--- config.mk ---
export PLATFORM = sky130hd
export DESIGN_NAME = sync_fifo_ext_flat
export DESIGN_NICKNAME = d
export VERILOG_FILES = /design/src/rtl/sync_fifo_ext_if.sv /design/src/rtl/sync_fifo_ext.sv /design/src/flat_wrapper.sv
export SDC_FILE = /design/constraint.sdc
export NUM_CORES = 1
export LEC_CHECK = 0
export CAP_MARGIN = 20
export CORE_ASPECT_RATIO = 1.75
export CORE_MARGIN = 2
export CORE_UTILIZATION = 35
export DETAILED_ROUTE_END_ITERATION = 10
export PLACE_DENSITY = 0.49
export SETUP_SLACK_MARGIN = 0.05
export SYNTH_ARGS = -nofsm -noshare
export SYNTH_HDL_FRONTEND = slang
export SYNTH_SLANG_ARGS = --single-unit
--- constraint.sdc ---
create_clock -name clk -period 7.1 [get_ports clk]
set_input_delay 0.71 -clock clk [delete_from_list [all_inputs] [get_ports clk]]
set_output_delay 0.71 -clock clk [all_outputs]
set_load 0.05 [all_outputs]
--- src/rtl/sync_fifo_ext_if.sv ---
// Handshake/data bundle for sync_fifo_ext: the producer/consumer side drives the
// master modport, and the FIFO itself takes the slave modport.
interface sync_fifo_ext_if #(
   parameter int DATA_WIDTH = 16,
   parameter int FIFO_DEPTH = 8
) ();
   localparam int CW = $clog2(FIFO_DEPTH) + 1;

   logic                  wr_en;
   logic [DATA_WIDTH-1:0] din;
   logic                  rd_en;
   logic [DATA_WIDTH-1:0] dout;
   logic                  rd_valid;
   logic [CW-1:0]         count;
   logic                  full;
   logic                  empty;
   logic                  almost_full;
   logic                  almost_empty;
   logic                  clr_err;
   logic                  overflow;
   logic                  underflow;

   modport master (
      output wr_en, din, rd_en, clr_err,
      input  dout, rd_valid, count, full, empty, almost_full, almost_empty,
             overflow, underflow
   );

   modport slave (
      input  wr_en, din, rd_en, clr_err,
      output dout, rd_valid, count, full, empty, almost_full, almost_empty,
             overflow, underflow
   );
endinterface

--- src/rtl/sync_fifo_ext.sv ---
// Single-clock elastic FIFO with occupancy count, almost flags, optional
// first-word-fall-through output and sticky overflow/underflow flags.
module sync_fifo_ext #(
   parameter int DATA_WIDTH = 16,
   parameter int FIFO_DEPTH = 8,
   parameter int FWFT       = 0,
   parameter int AF_THRESH  = FIFO_DEPTH - 1,
   parameter int AE_THRESH  = 1
) (
   input logic            clk,
   input logic            rst,
   sync_fifo_ext_if.slave fifo
);
   localparam int AW = $clog2(FIFO_DEPTH);
   localparam int PW = AW + 1;

   logic [DATA_WIDTH-1:0] mem_q [FIFO_DEPTH];
   logic [PW-1:0]         wr_ptr_q, wr_ptr_d;
   logic [PW-1:0]         rd_ptr_q, rd_ptr_d;
   logic [PW-1:0]         count_q, count_d;
   logic [DATA_WIDTH-1:0] dout_q;
   logic                  rd_valid_q;
   logic                  overflow_q, overflow_d;
   logic                  underflow_q, underflow_d;

   logic                  full, empty;
   logic                  rd_acc, wr_acc;
   logic [DATA_WIDTH-1:0] head;

   // Pointer MSBs differ only when the writer has lapped the reader.
   assign empty = (wr_ptr_q == rd_ptr_q);
   assign full  = (wr_ptr_q[AW] != rd_ptr_q[AW]) &&
                  (wr_ptr_q[AW-1:0] == rd_ptr_q[AW-1:0]);

   assign rd_acc = fifo.rd_en & ~empty;
   assign wr_acc = fifo.wr_en & (~full | fifo.rd_en);
   assign head   = mem_q[rd_ptr_q[AW-1:0]];

   always_comb begin
      wr_ptr_d    = wr_ptr_q;
      rd_ptr_d    = rd_ptr_q;
      count_d     = count_q;
      overflow_d  = overflow_q;
      underflow_d = underflow_q;
      if (wr_acc)
         wr_ptr_d = wr_ptr_q + PW'(1);
      if (rd_acc)
         rd_ptr_d = rd_ptr_q + PW'(1);
      if (wr_acc && !rd_acc)
         count_d = count_q + PW'(1);
      else if (rd_acc && !wr_acc)
         count_d = count_q - PW'(1);
      // A fresh error event outranks a simultaneous clear.
      if (fifo.clr_err) begin
         overflow_d  = 1'b0;
         underflow_d = 1'b0;
      end
      if (fifo.wr_en && full && !fifo.rd_en)
         overflow_d = 1'b1;
      if (fifo.rd_en && empty)
         underflow_d = 1'b1;
   end

   always_ff @(posedge clk or negedge rst) begin
      if (!rst) begin
         wr_ptr_q    <= '0;
         rd_ptr_q    <= '0;
         count_q     <= '0;
         dout_q      <= '0;
         rd_valid_q  <= 1'b0;
         overflow_q  <= 1'b0;
         underflow_q <= 1'b0;
      end else begin
         wr_ptr_q    <= wr_ptr_d;
         rd_ptr_q    <= rd_ptr_d;
         count_q     <= count_d;
         rd_valid_q  <= rd_acc;
         overflow_q  <= overflow_d;
         underflow_q <= underflow_d;
         if (rd_acc)
            dout_q <= head;
      end
   end

   // Storage is deliberately left unreset; only pointers define validity.
   always_ff @(posedge clk) begin
      if (wr_acc)
         mem_q[wr_ptr_q[AW-1:0]] <= fifo.din;
   end

   // In FWFT mode dout_q doubles as the last popped word shown while empty.
   assign fifo.dout         = (FWFT != 0 && !empty) ? head : dout_q;
   assign fifo.rd_valid     = (FWFT != 0) ? ~empty : rd_valid_q;
   assign fifo.count        = count_q;
   assign fifo.full         = full;
   assign fifo.empty        = empty;
   assign fifo.almost_full  = (count_q >= PW'(AF_THRESH));
   assign fifo.almost_empty = (count_q <= PW'(AE_THRESH));
   assign fifo.overflow     = overflow_q;
   assign fifo.underflow    = underflow_q;
endmodule

--- src/flat_wrapper.sv ---
// flat-port wrapper written by rule: the top's interface ports become plain ports
module sync_fifo_ext_flat 
#(
   parameter int DATA_WIDTH = 16,
   parameter int FIFO_DEPTH = 8,
   parameter int FWFT       = 0,
   parameter int AF_THRESH  = FIFO_DEPTH - 1,
   parameter int AE_THRESH  = 1
)
  (clk, rst, fifo_wr_en, fifo_din, fifo_rd_en, fifo_clr_err, fifo_dout, fifo_rd_valid, fifo_count, fifo_full, fifo_empty, fifo_almost_full, fifo_almost_empty, fifo_overflow, fifo_underflow);
  sync_fifo_ext_if #(.DATA_WIDTH(DATA_WIDTH), .FIFO_DEPTH(FIFO_DEPTH)) fifo_i ();
  input logic clk;
  input logic rst;
  input wire logic [$bits(fifo_i.wr_en)-1:0] fifo_wr_en;
  input wire logic [$bits(fifo_i.din)-1:0] fifo_din;
  input wire logic [$bits(fifo_i.rd_en)-1:0] fifo_rd_en;
  input wire logic [$bits(fifo_i.clr_err)-1:0] fifo_clr_err;
  output wire logic [$bits(fifo_i.dout)-1:0] fifo_dout;
  output wire logic [$bits(fifo_i.rd_valid)-1:0] fifo_rd_valid;
  output wire logic [$bits(fifo_i.count)-1:0] fifo_count;
  output wire logic [$bits(fifo_i.full)-1:0] fifo_full;
  output wire logic [$bits(fifo_i.empty)-1:0] fifo_empty;
  output wire logic [$bits(fifo_i.almost_full)-1:0] fifo_almost_full;
  output wire logic [$bits(fifo_i.almost_empty)-1:0] fifo_almost_empty;
  output wire logic [$bits(fifo_i.overflow)-1:0] fifo_overflow;
  output wire logic [$bits(fifo_i.underflow)-1:0] fifo_underflow;
  assign fifo_i.wr_en = fifo_wr_en;
  assign fifo_i.din = fifo_din;
  assign fifo_i.rd_en = fifo_rd_en;
  assign fifo_i.clr_err = fifo_clr_err;
  assign fifo_dout = fifo_i.dout;
  assign fifo_rd_valid = fifo_i.rd_valid;
  assign fifo_count = fifo_i.count;
  assign fifo_full = fifo_i.full;
  assign fifo_empty = fifo_i.empty;
  assign fifo_almost_full = fifo_i.almost_full;
  assign fifo_almost_empty = fifo_i.almost_empty;
  assign fifo_overflow = fifo_i.overflow;
  assign fifo_underflow = fifo_i.underflow;
  sync_fifo_ext #(.DATA_WIDTH(DATA_WIDTH), .FIFO_DEPTH(FIFO_DEPTH), .FWFT(FWFT), .AF_THRESH(AF_THRESH), .AE_THRESH(AE_THRESH)) u_core (.clk(clk), .rst(rst), .fifo(fifo_i));
endmodule
* Word-level counts from Yosys, hierarchy flattened *
Memories as Yosys holds them, arrays and structs flattened. A register that Yosys moved wholly into a read port is not among the register bits.
Cells that the tools add are included.

operators by class
  add/sub/neg operators = 4
  order comparisons = 2
  equality and inequality tests = 3
  muxes and demuxes = 7
  bitwise gates (word level) = 5
  reduce and logical (&&, ||, !) cells = 13

operator list
  cell                                                             count
  adder 4 x 1 -> 4 bit (second input constant)                     3
  2-to-1 mux 4 bit                                                 2
  logical AND 1 bit                                                6
  nonzero test 2 bit                                               3
  2-to-1 mux 1 bit                                                 5
  equality test 4 bit                                              1
  >= comparator 4 x 3 -> 1 bit (second input constant)             1
  less-or-equal comparator 4 x 1 -> 1 bit (second input constant)  1
  logical NOT 1 bit                                                4
  subtractor 4 x 1 -> 4 bit (second input constant)                1
  equality test 3 bit                                              1
  bitwise AND 1 bit                                                2
  NOT 1 bit                                                        2
  inequality test 1 bit                                            1
  bitwise OR 1 bit                                                 1

word-level totals
  register bits after elaboration = 15
  RAM bits = 128
  input bits = 21
  output and inout port bits = 27
  word-level logic and storage cells = 41
  memories kept = 1

memory list
  name          depth  bits a word  read ports  clocked after Yosys merged registers in  write ports  RTL line             text
  u_core.mem_q  8      16           1           1                                        1            sync_fifo_ext.sv:17  logic [DATA_WIDTH-1:0] mem_q [FIFO_DEPTH];

* Logic depth before layout (Yosys ltp) *
Gate-level depths: netlist of run 1.

  word-level depth = 9
  depth in mapped cells = 9

* Worst setup path after synthesis of run 1 *
No wires, ideal clock.

  path type = flip-flop to flip-flop
  from = register u_core.rd_ptr_q[1]
  to = memory u_core.mem_q[0][0], enable pin
  library setup time = 0.430 ns
  arrival = 2.503 ns
  required time = 6.670 ns
  setup slack = 4.167 ns
  stages on the path, launching flop included = 6
  clock period less this slack = 2.933 ns
  cells stage by stage = dfrtp_1 -> buf_2 -> xnor2_2 -> nand4_2 -> o21ai_4 -> nor4_1

between the ends
  cells in the longest elaborated chain, start to end = 7

RTL lines
  what                                    RTL line             text
  start, declared                         sync_fifo_ext.sv:19  logic [PW-1:0] rd_ptr_q, rd_ptr_d;
  start signal, assigned                  sync_fifo_ext.sv:75  rd_ptr_q <= rd_ptr_d;
  equality test 3 bit                     sync_fifo_ext.sv:33  (wr_ptr_q[AW-1:0] == rd_ptr_q[AW-1:0]);
  logical AND 1 bit                       sync_fifo_ext.sv:32  assign full = (wr_ptr_q[AW] != rd_ptr_q[AW]) &&
  NOT 1 bit                               sync_fifo_ext.sv:36  assign wr_acc = fifo.wr_en & (~full | fifo.rd_en);
  bitwise OR 1 bit                        sync_fifo_ext.sv:36
  bitwise AND 1 bit                       sync_fifo_ext.sv:36
  2-to-1 mux 1 bit                        sync_fifo_ext.sv:87  if (wr_acc)
  2-to-1 mux 1 bit (implied by the code)  sync_fifo_ext.sv:88  mem_q[wr_ptr_q[AW-1:0]] <= fifo.din;
  end, declared                           sync_fifo_ext.sv:17

Every way passes these cells.

* Final worst setup path of run 1 *
  from = register u_core.rd_ptr_q[2]
  to = output fifo_full

between the ends
  cells in the longest elaborated chain, start to end = 2

RTL lines
  what                 RTL line             text
  equality test 3 bit  sync_fifo_ext.sv:33
  logical AND 1 bit    sync_fifo_ext.sv:32
  end, declared        flat_wrapper.sv:21   output wire logic [$bits(fifo_i.full)-1:0] fifo_full;

Every way passes these cells.

==> flow_summary.toml, run 1 <==
[logic_synthesis]
synthArstFlopShare_pct = 19.5
synth_cell_types = 35
synth_flop_cell = "edfxtp_1"
synth_top_area_share_pct = 61.2
yosysSeqAreaShare_pct = 73.5
synth_area_leaders = "edfxtp_1, dfrtp_1, mux4_2"
ys.warnings.count = 0
ys_ff_latch = 159
synth_area_sq_um = 6280
synth_area_leader_cell = "edfxtp_1"
syn_area_per_cell_sq_um = 19.5
synth_edf_count = 128
syn_nets = 349
synthCells = 322

[floorplan]
start_util_pct = 35.8
core.rowCount = 64
core-area_sq_um = 17500
die_h_microns = 181
dieArea_sq_um = 19100
die_x_microns = 105
io-pin-count = 48

[timing]
setup_slack_ns = 3.96
relSlewSlack_pct = 37.3
max_freq_ghz = 0.319
final_max_slew_viol_count = 0
final_hold_viol_count = 0
hold_ws_ns = 0.358
fin_crit_sh_pct = 44.2
tns_ns = 0
rsz0062_at_grt = "no"
worst_pin_slew_ns = 0.939
finalSetupViolCount = 0
skew_ns = 0.00911
min_period_ns = 3.14

[placement]
dp_cells = 594
gp_routability_congestion = 0.756
io_buffers = 47
place_hpwl_microns = 7010
pre_cts_slack_ns = 3.96

[power_and_ir_drop]
p_per_area_nw_per_um2 = 451
clockPowerShare_pct = 25.6
seqPwrFrac_pct = 38.9
p_sw_w = 0.00118
peakVddDrop_mv = 0.186
p_sw_share_pct = 34.5
power_frac_comb_pct = 35.5
power_leakage_nw = 2.67
power.internal_w = 0.00225

[cts]
cts_buffers = 17
root_buffer = "clkbuf_16"
cts.clk_slew.worst_paths_ns = 0.06
clock_sinks = 159
htreeDepth = 4
cts_tree = "done"
cts_buffer_depth = 2
cts-resized-gates = 0
clock_latency_ns = 0.41
post-cts-setup-buffers = 0
ctsHoldBuffers = 0

[detailed_routing]
drt_first_pass_iters = 4
drt-initial-drc-count = 171
avgRoutedWirePerCell_microns = 19.7
via_per_inst = 4.86
routed_wl_microns = 12300
vias = 3042
ant_nets = 0
remaining_drc_errors = 0

[setup_path]
cp-end-kind = "output pin"
worstReg2RegStart = "u_core.rd_ptr_q[2]"
startpoint_type = "register"
worstPathMaxFanout = 19
critPathBufInv = 3
crit_arrival_ns = 2.43
path_delay_family = "buffers and inverters"
crit_type = "reg -> out"
worstSetupStartpoint = "u_core.rd_ptr_q[2]"
crit_slowest_cell = "clkdlybuf4s50_1"
worstPathRequired_ns = 6.39
worstPathCellList = "buf_4 -> xnor2_2 -> nand4_2 -> inv_1 -> clkdlybuf4s50_1"
slowest_delay_ns = 0.81

[global_routing]
grt_pass1_vias = 3365
grt-ovfl-total = 0
grt_max_degree = 39
grt_pass1_wl_microns = 19300
antenna_found_initial = 0
grt_usage_pct = 14.0

[job]
drv_cap = 0

[run_status]
status = "complete, no violations"

[cells_and_area]
layout_commonest_cell = "edfxtp_1"
insertedDiodeCount = 0
syn_to_final_growth_pct = 21.0
layout-drive-gt1-share_pct = 21.0
nNetsFinal = 409
layout_common_cells = "edfxtp_1, clkdlybuf4s50_1, mux4_2, dfrtp_1, clkbuf_16"
instances_no_fill = 626

[hold_path]
min_path_type = "in -> async"
## synth_stat cells, types with 7 or more instances
library cell and n:
dfrtp_1 31, inv_1 9, nor2_1 7, buf_2 7, nand2_1 18, edfxtp_1 128
o21ai_0 16, buf_6 7, mux2i_1 17, mux4_2 31
## layout make-up
cell class | count | area (sq um)
clock inverter | 7 | 45.0
clock buffer | 25 | 541
sequential | 159 | 4620
fill | 1534 | 9930
multi-input combinational | 137 | 1530
tap | 231 | 289
timing repair buffer | 58 | 548
inverter | 9 | 33.8
## routing by layer
metal | track usage [%] | wire (microns) | vias up
met5 | 0 | 0 | -
met4 | 7.89 | 422 | 0
met3 | 3.17 | 328 | 22
met2 | 24.5 | 6670 | 62
met1 | 15.6 | 4920 | 1576
li1 | - | - | 1382
## cells by family (layout without fill, tap and decap cells)
group	Yosys count	after routing	share of synthesized area [%]
flip-flops	159	159	73.5
multiplexers	51	51	14.7
AND/OR/NAND/NOR	39	39	2.87
AO/OA/AOI/OAI	26	26	2.63
buffers and inverters	26	99	2.61
XOR/XNOR	15	15	2.45
adder cells (fa/ha/maj)	6	6	1.19
## worst register-to-register path: stages (launching register included)
cell     delay, ns
dfrtp_1       0.32
buf_4         0.37
xnor2_2       0.19
nand4_2       0.20
o21ai_4       0.33
inv_1         0.08
ha_1          0.26
or4_1         0.51
a21oi_1       0.19
xor2_1        0.15
## state kept, by name, summed over array words and instances (netlist names)
register,cells
u_core.fifo.overflow,1
u_core.rd_ptr_q,4
u_core.mem_q,128
u_core.wr_ptr_q,4
u_core.fifo.count,4
u_core.fifo.dout,16
u_core.fifo.underflow,1
u_core.fifo.rd_valid,1
## power by group through the flow
stage	registers [W]	clock network, W	logic [W]
6_report	0.00133	0.000879	0.00122
2_1_floorplan	0.00152	0	0.000724
3_3_place_gp	0.00135	0	0.00124
4_1_cts	0.00134	0.000906	0.00125
5_1_grt	0.00136	0.000940	0.00133
3_5_place_dp	0.00136	0	0.00125
## metrics by stage
step / power (W) / cell area (sq um) / utilization [%]
floorplan: 0.00224 / 6280 / -
CTS: 0.00350 / 7600 / 43.4
global route: 0.00363 / 7600 / 43.4
detailed placement: 0.00261 / 7020 / 40.0
finish: 0.00343 / 7600 / 43.4
global placement: 0.00259 / 7020 / 40.0
## final timing paths
kind                                        end  slack [ns]  cells after the start
setup / recovery                      fifo_full        3.96                      5
hold / removal              u_core.fifo.dout[2]        0.36                      1
setup reg to reg           u_core.fifo.count[3]        4.43                      9
hold reg to reg            u_core.fifo.dout[10]        0.48                      2
max in group asynchronous    u_core.rd_ptr_q[0]        6.22                      1
min in group clk           u_core.fifo.dout[10]        0.48                      2
No activity file was read; power rests on OpenSTA's default activity.
==> run 2, diff against run 1 <==
clock period = 2.9 ns   (was 7.1 ns; I/O delays follow)
==> flow_summary.toml, run 2 (synthesis gave the netlist of run 1 again) <==
[global_routing]
gr-usage-met3_pct = 3.07
grt_usage_pct = 14.0
grtUsageMet2_pct = 24.3
grt-ovfl-total = 0
antenna_found_initial = 0
grt_max_degree = 38
met1_usage_pct = 16.2
grt_busiest_layer = "met2"
grt_pass1_wl_microns = 19300
grt_pass1_vias = 3267

[detailed_routing]
avgRoutedWirePerCell_microns = 19.3
remaining_drc_errors = 0
drt-initial-drc-count = 107
via_per_inst = 4.88
ant_nets = 0
vias = 3057
drt_first_pass_iters = 4
routed_wl_microns = 12100

[cts]
root_buffer = "clkbuf_16"
clock_sinks = 159
post-cts-setup-buffers = 0
cts_buffers = 17
ctsHoldBuffers = 1
clock_latency_ns = 0.42
htreeDepth = 4
cts_tree = "done"
cts-resized-gates = 0
cts.clk_slew.worst_paths_ns = 0.06
cts_buffer_depth = 2

[power_and_ir_drop]
p_sw_share_pct = 33.2
power_frac_comb_pct = 34.3
p_sw_w = 0.00294
power_leakage_nw = 2.74
seqPwrFrac_pct = 36.6
power.internal_w = 0.00592
clockPowerShare_pct = 29.0
p_per_area_nw_per_um2 = 1140
peakVddDrop_mv = 0.445

[setup_path]
crit_arrival_ns = 2.98
crit_type = "reg -> reg"
worstReg2RegStart = "u_core.wr_ptr_q[2]"
cp-end-kind = "register"
worstSetupStartpoint = "u_core.wr_ptr_q[2]"
worstPathRequired_ns = 3.25
startpoint_type = "register"
worstPathMaxFanout = 8

[placement]
place_hpwl_microns = 7030
gp_routability_congestion = 0.729
place_area_sq_um = 7050
io_buffers = 47
pre_cts_slack_ns = 0.296

[hold_path]
holdCritStartpoint = "u_core.fifo.dout[12]"
min_path_type = "reg -> reg"

[floorplan]
io-pin-count = 48
core-area_sq_um = 17500
core.rowCount = 64
die_x_microns = 105
die_h_microns = 181
start_util_pct = 35.8
dieArea_sq_um = 19100

[timing]
relSlewSlack_pct = 44.5
skew_ns = 0.00851
finalSetupViolCount = 0
worst_pin_slew_ns = 0.831
max_freq_ghz = 0.380
final_hold_viol_count = 0
rsz0062_at_grt = "no"
fin_crit_sh_pct = 90.7
final_max_slew_viol_count = 0
setup_slack_ns = 0.270
tns_ns = 0
hold_ws_ns = 0.477
min_period_ns = 2.63

[cells_and_area]
fill_cells = 1510
final_area_sq_um = 7750
multi_input_area_sq_um = 1530
layout-drive-gt1-share_pct = 22.7
layout_common_cells = "edfxtp_1, clkdlybuf4s50_1, mux4_2, dfrtp_1, clkbuf_16"
layout_commonest_cell = "edfxtp_1"
insertedDiodeCount = 0
post-route-util_pct = 44.2
syn_to_final_growth_pct = 23.4
largest_reg_flops = 128
nNetsFinal = 410
regArea_sq_um = 4620

[run_status]
status = "complete, no violations"

[job]
drv_cap = 0
[run 2: cell types whose count changed in the layout (fill, tap and decap cells not counted), moves of 2 or more]
cell,before,now
bufinv_16,0,5
clkbuf_1,4,0
buf_12,0,2
clkbuf_16,21,19
clkbuf_8,0,2
clkdlybuf4s50_1,46,44
[run 2: path summary, 6_finish.rpt]
check	end	slack, ns	cells after the start
hold reg to reg	u_core.fifo.dout[12]	0.48	2
hold / removal	u_core.fifo.dout[12]	0.48	2
setup reg to reg	u_core.fifo.count[3]	0.27	8
min in group asynchronous	u_core.fifo.underflow	0.49	2
setup / recovery	u_core.fifo.count[3]	0.27	8
max in group asynchronous	u_core.rd_ptr_q[0]	1.87	2
[run 2: worst max-delay path, stage by stage (launching register included)]
cell	delay, ns
dfrtp_1	0.53
xnor2_2	0.29
nand4_2	0.20
o21ai_4	0.35
inv_1	0.09
ha_1	0.26
or4_1	0.51
a21oi_1	0.18
xor2_1	0.16
[run 2: per-stage QoR]
stage | power [W] | instances
after floorplan | 0.00550 | 322
after global placement | 0.00639 | 594
after detailed placement | 0.00643 | 594
after CTS | 0.00902 | 627
after global routing | 0.00932 | 627
final | 0.00886 | 627
[run 2: power groups by stage]
stage / registers (W) / logic (W) / clock network [W]
detailed placement: 0.00330 / 0.00312 / 0
global route: 0.00331 / 0.00328 / 0.00273
finish: 0.00325 / 0.00304 / 0.00257
floorplan: 0.00372 / 0.00178 / 0
CTS: 0.00326 / 0.00313 / 0.00263
global placement: 0.00328 / 0.00311 / 0
[run 2: layer usage]
layer  vias up  wire length (microns)
met3        15                    400
met5         -                      0
met4         0                    246
met1      1600                   4880
li1       1381                      -
met2        61                   6600
[run 2: final cells by class]
type	count	area share (%)
clock inverters	11	2.53
inverters	9	0.436
repair buffers	59	7.45
flip-flops and latches	159	59.6
well taps	231	3.73
clock buffers	21	6.49
multi-input cells	137	19.8
